[config.mk]
export PLATFORM = sky130hd
export DESIGN_NAME = pll_lock_supervisor
export DESIGN_NICKNAME = d
export VERILOG_FILES = /design/src/rtl/pll_lock_supervisor.sv
export SDC_FILE = /design/constraint.sdc
export NUM_CORES = 1
export LEC_CHECK = 0
export CAP_MARGIN = 20
export CORE_ASPECT_RATIO = 1.4
export CORE_MARGIN = 2
export CORE_UTILIZATION = 24
export DETAILED_ROUTE_END_ITERATION = 16
export PLACE_DENSITY = 0.39
export SETUP_SLACK_MARGIN = 0.2
export SKIP_CTS_REPAIR_TIMING = 1
export SYNTH_ARGS = -nofsm -noshare
export SYNTH_HDL_FRONTEND = slang
export SYNTH_SLANG_ARGS = --single-unit
[constraint.sdc]
create_clock -name clock_in -period 6.15 [get_ports clock_in]
set_input_delay 1.23 -clock clock_in [delete_from_list [all_inputs] [get_ports clock_in]]
set_output_delay 1.23 -clock clock_in [all_outputs]
set_load 0.01 [all_outputs]
[src/rtl/pll_lock_supervisor.sv]
// Supervises the PLL lock flag and issues a stretched, clean reset plus a ready flag to the PLL clock domain.
// Latency: SYNC_STAGES+1 edges from locked_async to a state change; outputs follow next-state and are registered.
// Backpressure: none; status flags are sticky until clear, and loss_count saturates.
module pll_lock_supervisor #(
    parameter int SYNC_STAGES    = 2,
    parameter int STABLE_CYCLES  = 4800,
    parameter int HOLD_CYCLES    = 16,
    parameter int TIMEOUT_CYCLES = 480000,
    parameter int CNT_W          = 8
) (
    input  logic             clock_in,
    input  logic             reset_n,
    input  logic             locked_async,
    input  logic             clear,
    output logic             domain_reset_n,
    output logic             ready,
    output logic             lock_timeout,
    output logic             lock_lost,
    output logic [CNT_W-1:0] loss_count,
    output logic [1:0]       state
);

    localparam int MAX_SH = (STABLE_CYCLES > HOLD_CYCLES) ? STABLE_CYCLES : HOLD_CYCLES;
    localparam int MAX_C  = (MAX_SH > TIMEOUT_CYCLES) ? MAX_SH : TIMEOUT_CYCLES;
    localparam int TW     = (MAX_C > 1) ? $clog2(MAX_C) : 1;

    localparam logic [TW-1:0]    STABLE_LAST  = TW'(STABLE_CYCLES - 1);
    localparam logic [TW-1:0]    HOLD_LAST    = TW'(HOLD_CYCLES - 1);
    localparam logic [TW-1:0]    TIMEOUT_LAST = TW'(TIMEOUT_CYCLES - 1);
    localparam logic [CNT_W-1:0] CNT_MAX      = {CNT_W{1'b1}};

    typedef enum logic [1:0] {
        WAIT_LOCK = 2'b00,
        STABILIZE = 2'b01,
        RUN       = 2'b10,
        HOLD      = 2'b11
    } state_t;

    if (SYNC_STAGES < 2 || SYNC_STAGES > 4 || STABLE_CYCLES < 1 ||
        HOLD_CYCLES < 1 || TIMEOUT_CYCLES < 1 || CNT_W < 1) begin : g_param_err
        $error("pll_lock_supervisor: illegal parameter value");
    end

    logic [SYNC_STAGES-1:0] sync_q;
    logic                   lock_s;
    state_t                 state_q, state_nxt;
    logic [TW-1:0]          timer_q, timer_nxt;
    logic                   to_fired_q;
    logic                   run_nxt;
    logic                   loss_evt;
    logic                   timeout_hit;
    logic                   state_chg;

    always_ff @(posedge clock_in or negedge reset_n) begin
        if (!reset_n) begin
            sync_q <= '0;
        end else begin
            sync_q <= {sync_q[SYNC_STAGES-2:0], locked_async};
        end
    end

    assign lock_s = sync_q[SYNC_STAGES-1];

    always_ff @(posedge clock_in or negedge reset_n) begin
        if (!reset_n) begin
            state_q <= WAIT_LOCK;
            timer_q <= '0;
        end else begin
            state_q <= state_nxt;
            timer_q <= timer_nxt;
        end
    end

    always_comb begin
        state_nxt = state_q;
        timer_nxt = timer_q;
        case (state_q)
            WAIT_LOCK: begin
                if (lock_s) begin
                    state_nxt = STABILIZE;
                end else if (timer_q != TIMEOUT_LAST) begin
                    timer_nxt = timer_q + 1'b1;
                end
            end
            STABILIZE: begin
                if (!lock_s) begin
                    state_nxt = WAIT_LOCK;
                end else if (timer_q == STABLE_LAST) begin
                    state_nxt = RUN;
                end else begin
                    timer_nxt = timer_q + 1'b1;
                end
            end
            RUN: begin
                if (!lock_s) begin
                    state_nxt = HOLD;
                end
            end
            HOLD: begin
                // Hold length is fixed; a returning lock is ignored here.
                if (timer_q == HOLD_LAST) begin
                    state_nxt = WAIT_LOCK;
                end else begin
                    timer_nxt = timer_q + 1'b1;
                end
            end
            default: begin
                state_nxt = WAIT_LOCK;
            end
        endcase
        if (state_nxt != state_q) begin
            timer_nxt = '0;
        end
    end

    always_comb begin
        run_nxt     = (state_nxt == RUN);
        state_chg   = (state_nxt != state_q);
        loss_evt    = (state_q == RUN) && !lock_s;
        // The timer saturates at the last value, so fire only once per WAIT_LOCK visit.
        timeout_hit = (state_q == WAIT_LOCK) && (timer_q == TIMEOUT_LAST) && !to_fired_q;
    end

    always_ff @(posedge clock_in or negedge reset_n) begin
        if (!reset_n) begin
            domain_reset_n <= 1'b0;
            ready          <= 1'b0;
        end else begin
            domain_reset_n <= run_nxt;
            ready          <= run_nxt;
        end
    end

    always_ff @(posedge clock_in or negedge reset_n) begin
        if (!reset_n) begin
            to_fired_q <= 1'b0;
        end else if (state_chg) begin
            to_fired_q <= 1'b0;
        end else if (timeout_hit) begin
            to_fired_q <= 1'b1;
        end
    end

    // Set events take priority over a coincident clear.
    always_ff @(posedge clock_in or negedge reset_n) begin
        if (!reset_n) begin
            lock_timeout <= 1'b0;
            lock_lost    <= 1'b0;
            loss_count   <= '0;
        end else begin
            if (timeout_hit) begin
                lock_timeout <= 1'b1;
            end else if (clear) begin
                lock_timeout <= 1'b0;
            end

            if (loss_evt) begin
                lock_lost <= 1'b1;
                if (clear) begin
                    loss_count <= CNT_W'(1);
                end else if (loss_count != CNT_MAX) begin
                    loss_count <= loss_count + 1'b1;
                end
            end else if (clear) begin
                lock_lost  <= 1'b0;
                loss_count <= '0;
            end
        end
    end

    assign state = state_q;

endmodule

==> results of run 1 <==
logic make-up after synthesis:
logic type | after synthesis | share of synthesized area
AO/OA/AOI/OAI | 56 | 0.183
XOR/XNOR | 6 | 0.0250
adder cells (fa/ha/maj) | 6 | 0.0357
buffers and inverters | 18 | 0.0571
flip-flops | 35 | 0.417
multiplexers | 1 | 0.00476
AND/OR/NAND/NOR | 98 | 0.277
cells in the mapped netlist (all sizes together), types with 3 or more instances:
master and number:
ha 6, or4 12, or3 11, xor2 4, buf 9, o31ai 8
and3 3, o211ai 3, nand3 16, nand2b 3, o21ai 15, nand2 13
nand4 6, a21oi 23, nor2 20, inv 8, nor2b 3, dfrtp 35
cell type report:
| class | instances | area [µm²] | share of cell area |
|---|---|---|---|
| Multi-Input combinational cell | 167 | 1110 | 0.446 |
| Sequential cell | 35 | 876 | 0.353 |
| Timing Repair Buffer | 18 | 180 | 0.0727 |
| Clock buffer | 8 | 156 | 0.0631 |
| Tap cell | 105 | 131 | 0.0530 |
| Inverter | 8 | 30.0 | 0.0121 |
state kept, by name, indices dropped and copies added (netlist names):
name	cells
sync_q	2
loss_count	8
timer_q	19
to_fired_q	1
lock_timeout	1
state	2
lock_lost	1
ready	1
metrics by stage:
stage / hold slack [ns] / util / instances
2_1_floorplan: 0.331 / - / 220
3_3_place_gp: 0.333 / 0.270 / 332
3_5_place_dp: 0.335 / 0.270 / 332
4_1_cts: 0.348 / 0.288 / 340
5_1_grt: 0.348 / 0.290 / 341
6_report: 0.347 / 0.290 / 341
critical path, delay by kind of cell, from the launching register on:
| kind | cells | cell delay, ns |
|---|---|---|
| AOI/OAI and AO/OA | 3 | 0.98 |
| adders and majority gates | 1 | 0.20 |
| DFF | 1 | 0.38 |
| and+or+nand+nor | 3 | 1.07 |
layer usage:
| metal | share of wire | GRT usage | vias to the layer above |
|---|---|---|---|
| met3 | 0.030 | 0.0294 | 8 |
| met2 | 0.51 | 0.199 | 31 |
| met5 | 0 | 0 | - |
| li1 | - | - | 844 |
| met4 | 0.017 | 0.0503 | 0 |
| met1 | 0.44 | 0.139 | 823 |
power by group through the flow:
stage	Clock [µW]	Combinational [µW]	Sequential, µW
after floorplan	0	168	260
after global placement	0	187	263
after detailed placement	0	186	264
after CTS	278	186	260
after global routing	289	222	262
final	268	193	259
final timing paths:
kind	startpoint	endpoint	slack [ns]	depth (start not counted)
max	timer_q[0]	timer_q[14]	3.36	7
max in group asynchronous	reset_n	timer_q[7]	4.59	1
min	sync_q[0]	sync_q[1]	0.35	0
min reg2reg	sync_q[0]	sync_q[1]	0.35	0
max reg2reg	timer_q[0]	timer_q[14]	3.36	7
min in group asynchronous	reset_n	loss_count[5]	1.04	1
==> results.toml, run 1 <==
[outcome]
outcome = "finished, final reports clean"

[cts]
cts.sinks = 35
cts_buffer_depth = 2
cts_made_buffers = 5
cts_tree = "yes"
clk_latency_ns = 0.28
clockRootBuffer = "clkbuf_16"
cts.clk_slew.worst_paths_ns = 0.06
htreeDepth = 2

[setup_path]
path_cells = "ha_1, or4b_4, nor4_4, a21oi_1, o2111ai_1, or3_1, a21oi_1"
cpMaxStageDelayCell = "o2111ai_1"
crit_path_end_kind = "flip-flop"
cp-start-kind = "flip-flop"
path_class = "flip-flop to flip-flop"
cpPeakStageDelay_ns = 0.75
cp_max_fo = 11
cp.required_ns = 6.27
cp.arrival_ns = 2.90
path_common_cell = "a21oi_1"

[place]
preCtsSetupSlack_ns = 3.14
dp_hpwl_um = 3550
place_congestion = 0.759
postPlaceCellArea_um2 = 2310
port_buffers = 17

[timing]
fin_setup_tns_ns = 0
fmax_ghz = 0.359
finClkSkew_ns = 0.00353
maxSlewHeadroom = 0.372
rsz0062_at_grt = "false"
fin_ws_ns = 3.36
worst_slew_pin_slew_ns = 0.942
period_share = 0.454
drv_slew = 0
hold_viol_final = 0
fin_crit_ns = 2.79
setup_violations = 0

[grt]
grt_pass1_vias = 1700
grt_max_degree = 36
grt_pass1_wl_um = 8920
grt_overflow_total = 0
antenna_found_initial = 0
grtUsageTotal = 0.116

[floorplan]
coreArea_um2 = 8560
dieArea_um2 = 9530
fp.dieW_um = 83.1
boundaryPins = 18
die_y_um = 115
start_util = 0.246
rows = 40

[hold_path]
hold_class = "flip-flop to flip-flop"

[detailed_routing]
ant_nets = 0
dr.pass1.iters = 4
vias_per_cell = 5.00
drt-initial-drc-count = 76
num_vias = 1706
drt-total-wl_um = 5060
wl_per_cell_um = 14.8
drc_errors = 0

[logic_synthesis]
synthFlopType = "dfrtp_1"
synthTopCellsByArea = "dfrtp_1, a21oi_2, ha_1, nand3_1, nor2_1"
yosys.area.top_type = "dfrtp_1"
synth_seq_cells = 35
ys_warn_count = 0
syn_nets = 230
synth_edf_count = 0
async_flop_share = 1.00
ys_types = 48
ys_seq_area_frac = 0.417
syn_inst = 220
yosys.area.top_type_share = 0.417
synth_area_um2 = 2100
syn_avg_cell_area_um2 = 9.55

[final_layout]
area_delta_synth_final_pct = 18.0
final_area_um2 = 2480
final_common_cell = "dfrtp_1"
fillers = 892
n_antenna_cell = 0
num-nets-final = 245
drive_gt1_frac = 0.174
layout_common_cells = "dfrtp_1, nor2_1, clkdlybuf4s50_1"

[run]
max_cap_violations = 0

[power]
clkPwrFrac = 0.373
switchingPower_uw = 241
power.density_nw_per_um2 = 291
intPower_uw = 479
p_leak_uw = 0.000920
combPwrFrac = 0.267
p_seq_frac = 0.360
p_sw_frac = 0.335
vdd_drop_max_mv = 0.107
power_uw = 721
No activity file was read; power rests on OpenSTA's default activity.
==> run 2: changes to the inputs <==
==> constraint.sdc (replaced) <==
create_clock -name clock_in -period 2.9 [get_ports clock_in]
set_input_delay 0.58 -clock clock_in [delete_from_list [all_inputs] [get_ports clock_in]]
set_output_delay 0.58 -clock clock_in [all_outputs]
set_load 0.01 [all_outputs]
==> run 2 against run 1 <==
Net effect:
- via count increased by 1.7%
- largest power group unchanged
- critical path depth unchanged
- clock skew about the same
- fmax increased by 10%
- setup slack got worse by 3.0 ns
- sequential share of layout area decreased by 0.77 points
- cell count increased by 1.8%
==> results.toml, run 2 (synthesized netlist as in run 1, its figures left out) <==
[grt]
antenna_found_initial = 0
grt_pass1_wl_um = 8630
grt_pass1_vias = 1664
grt_max_degree = 36
grtUsageTotal = 0.115
grt_overflow_total = 0

[detailed_routing]
dr.pass1.iters = 4
ant_nets = 0
wl_per_cell_um = 14.8
drc_errors = 0
num_vias = 1735
drt-initial-drc-count = 41
vias_per_cell = 5.00
drt-total-wl_um = 5130

[setup_path]
cp_max_fo = 23
cp.arrival_ns = 2.74
cp.required_ns = 3.11
cpPeakStageDelay_ns = 0.57
cp-start-kind = "flip-flop"
crit_path_end_kind = "flip-flop"
worst_r2r_path_depth = 7
path_cells = "ha_1, or4b_4, nor4_4, a31o_2, or4_1, or3_2, a21oi_2"
path_class = "flip-flop to flip-flop"
cpMaxStageDelayCell = "or4_1"

[floorplan]
die_y_um = 115
boundaryPins = 18
dieArea_um2 = 9530
rows = 40
coreArea_um2 = 8560
fp.dieW_um = 83.1
start_util = 0.246

[timing]
drv_slew = 0
fmax_ghz = 0.394
period_share = 0.874
fin_setup_tns_ns = 0
rsz0062_at_grt = "false"
worst_slew_pin_slew_ns = 0.832
setup_violations = 0
finClkSkew_ns = 0.00372
fin_crit_ns = 2.54
hold_viol_final = 0
maxSlewHeadroom = 0.445

[place]
port_buffers = 17
place_congestion = 0.777
dp_hpwl_um = 3680

[final_layout]
largest_register = "timer_q"
fillers = 891
seq_area_um2 = 876
reg.largest.list = "timer_q (19), loss_count (8)"
final_common_cell = "dfrtp_1"
final_core_util = 0.296
largest_reg_flops = 19
area_delta_synth_final_pct = 20.6
drive_gt1_frac = 0.198
num-nets-final = 251
multiInputGateArea_um2 = 1110
n_antenna_cell = 0
layout_common_cells = "dfrtp_1, nor2_1, clkdlybuf4s50_1"

[outcome]
outcome = "finished, final reports clean"

[cts]
clk_latency_ns = 0.28
cts.clk_slew.worst_paths_ns = 0.06
clockRootBuffer = "clkbuf_16"
cts.sinks = 35
cts_buffer_depth = 2
cts_made_buffers = 5
cts_tree = "yes"
htreeDepth = 2

[hold_path]
hold_path_depth = 0
hold_class = "flip-flop to flip-flop"

[power]
power.density_nw_per_um2 = 636
p_leak_uw = 0.000957
vdd_drop_max_mv = 0.269

[run]
max_cap_violations = 0
run 2: layer usage:
metal / vias up / routed length, µm / track usage
met3: 5 / 149 / 0.0244
met5: - / 0 / 0
met4: 0 / 65 / 0.0459
met1: 842 / 2200 / 0.127
li1: 861 / - / -
met2: 27 / 2710 / 0.215
run 2: worst paths after layout:
| path | end | startpoint | slack, ns |
|---|---|---|---|
| max in group asynchronous | timer_q[7] | reset_n | 1.97 |
| worst min-delay path | sync_q[1] | sync_q[0] | 0.35 |
| worst max register to register | timer_q[17] | timer_q[0] | 0.36 |
| worst min register to register | sync_q[1] | sync_q[0] | 0.35 |
| min in group asynchronous | loss_count[5] | reset_n | 0.40 |
| worst max-delay path | timer_q[17] | timer_q[0] | 0.36 |
run 2: through the flow:
step / total power, µW / setup slack, ns / hold WS (ns) / instance area (µm²) / instances
global placement: 999 / 0.403 / 0.332 / 2360 / 339
finish: 1610 / 0.364 / 0.347 / 2530 / 347
detailed placement: 996 / 0.377 / 0.336 / 2360 / 339
floorplan: 908 / 0.557 / 0.284 / 2100 / 220
global route: 1710 / 0.210 / 0.365 / 2530 / 347
CTS: 1640 / 0.369 / 0.349 / 2530 / 347
run 2: critical path, delay by kind of cell, from the launching register on:
family          cells  cell delay (ns)
compound gates      2             0.54
fa+ha+maj           1             0.24
flops               1             0.40
simple gates        4             1.28
run 2: report_power, final:
part	internal (µW)	switching (µW)	total, µW	leakage [µW]
clock	427	207	634	0.0000868
sequential	514	20.9	535	0.000480
combinational	155	288	443	0.000390
run 2: cell type report:
type,instances,share of cell area
multi-input combinational,167,0.436
sequential,35,0.346
timing repair buffer,24,0.0859
clock buffer,6,0.0548
tap,105,0.0518
clock inverter,2,0.0138
inverter,8,0.0118
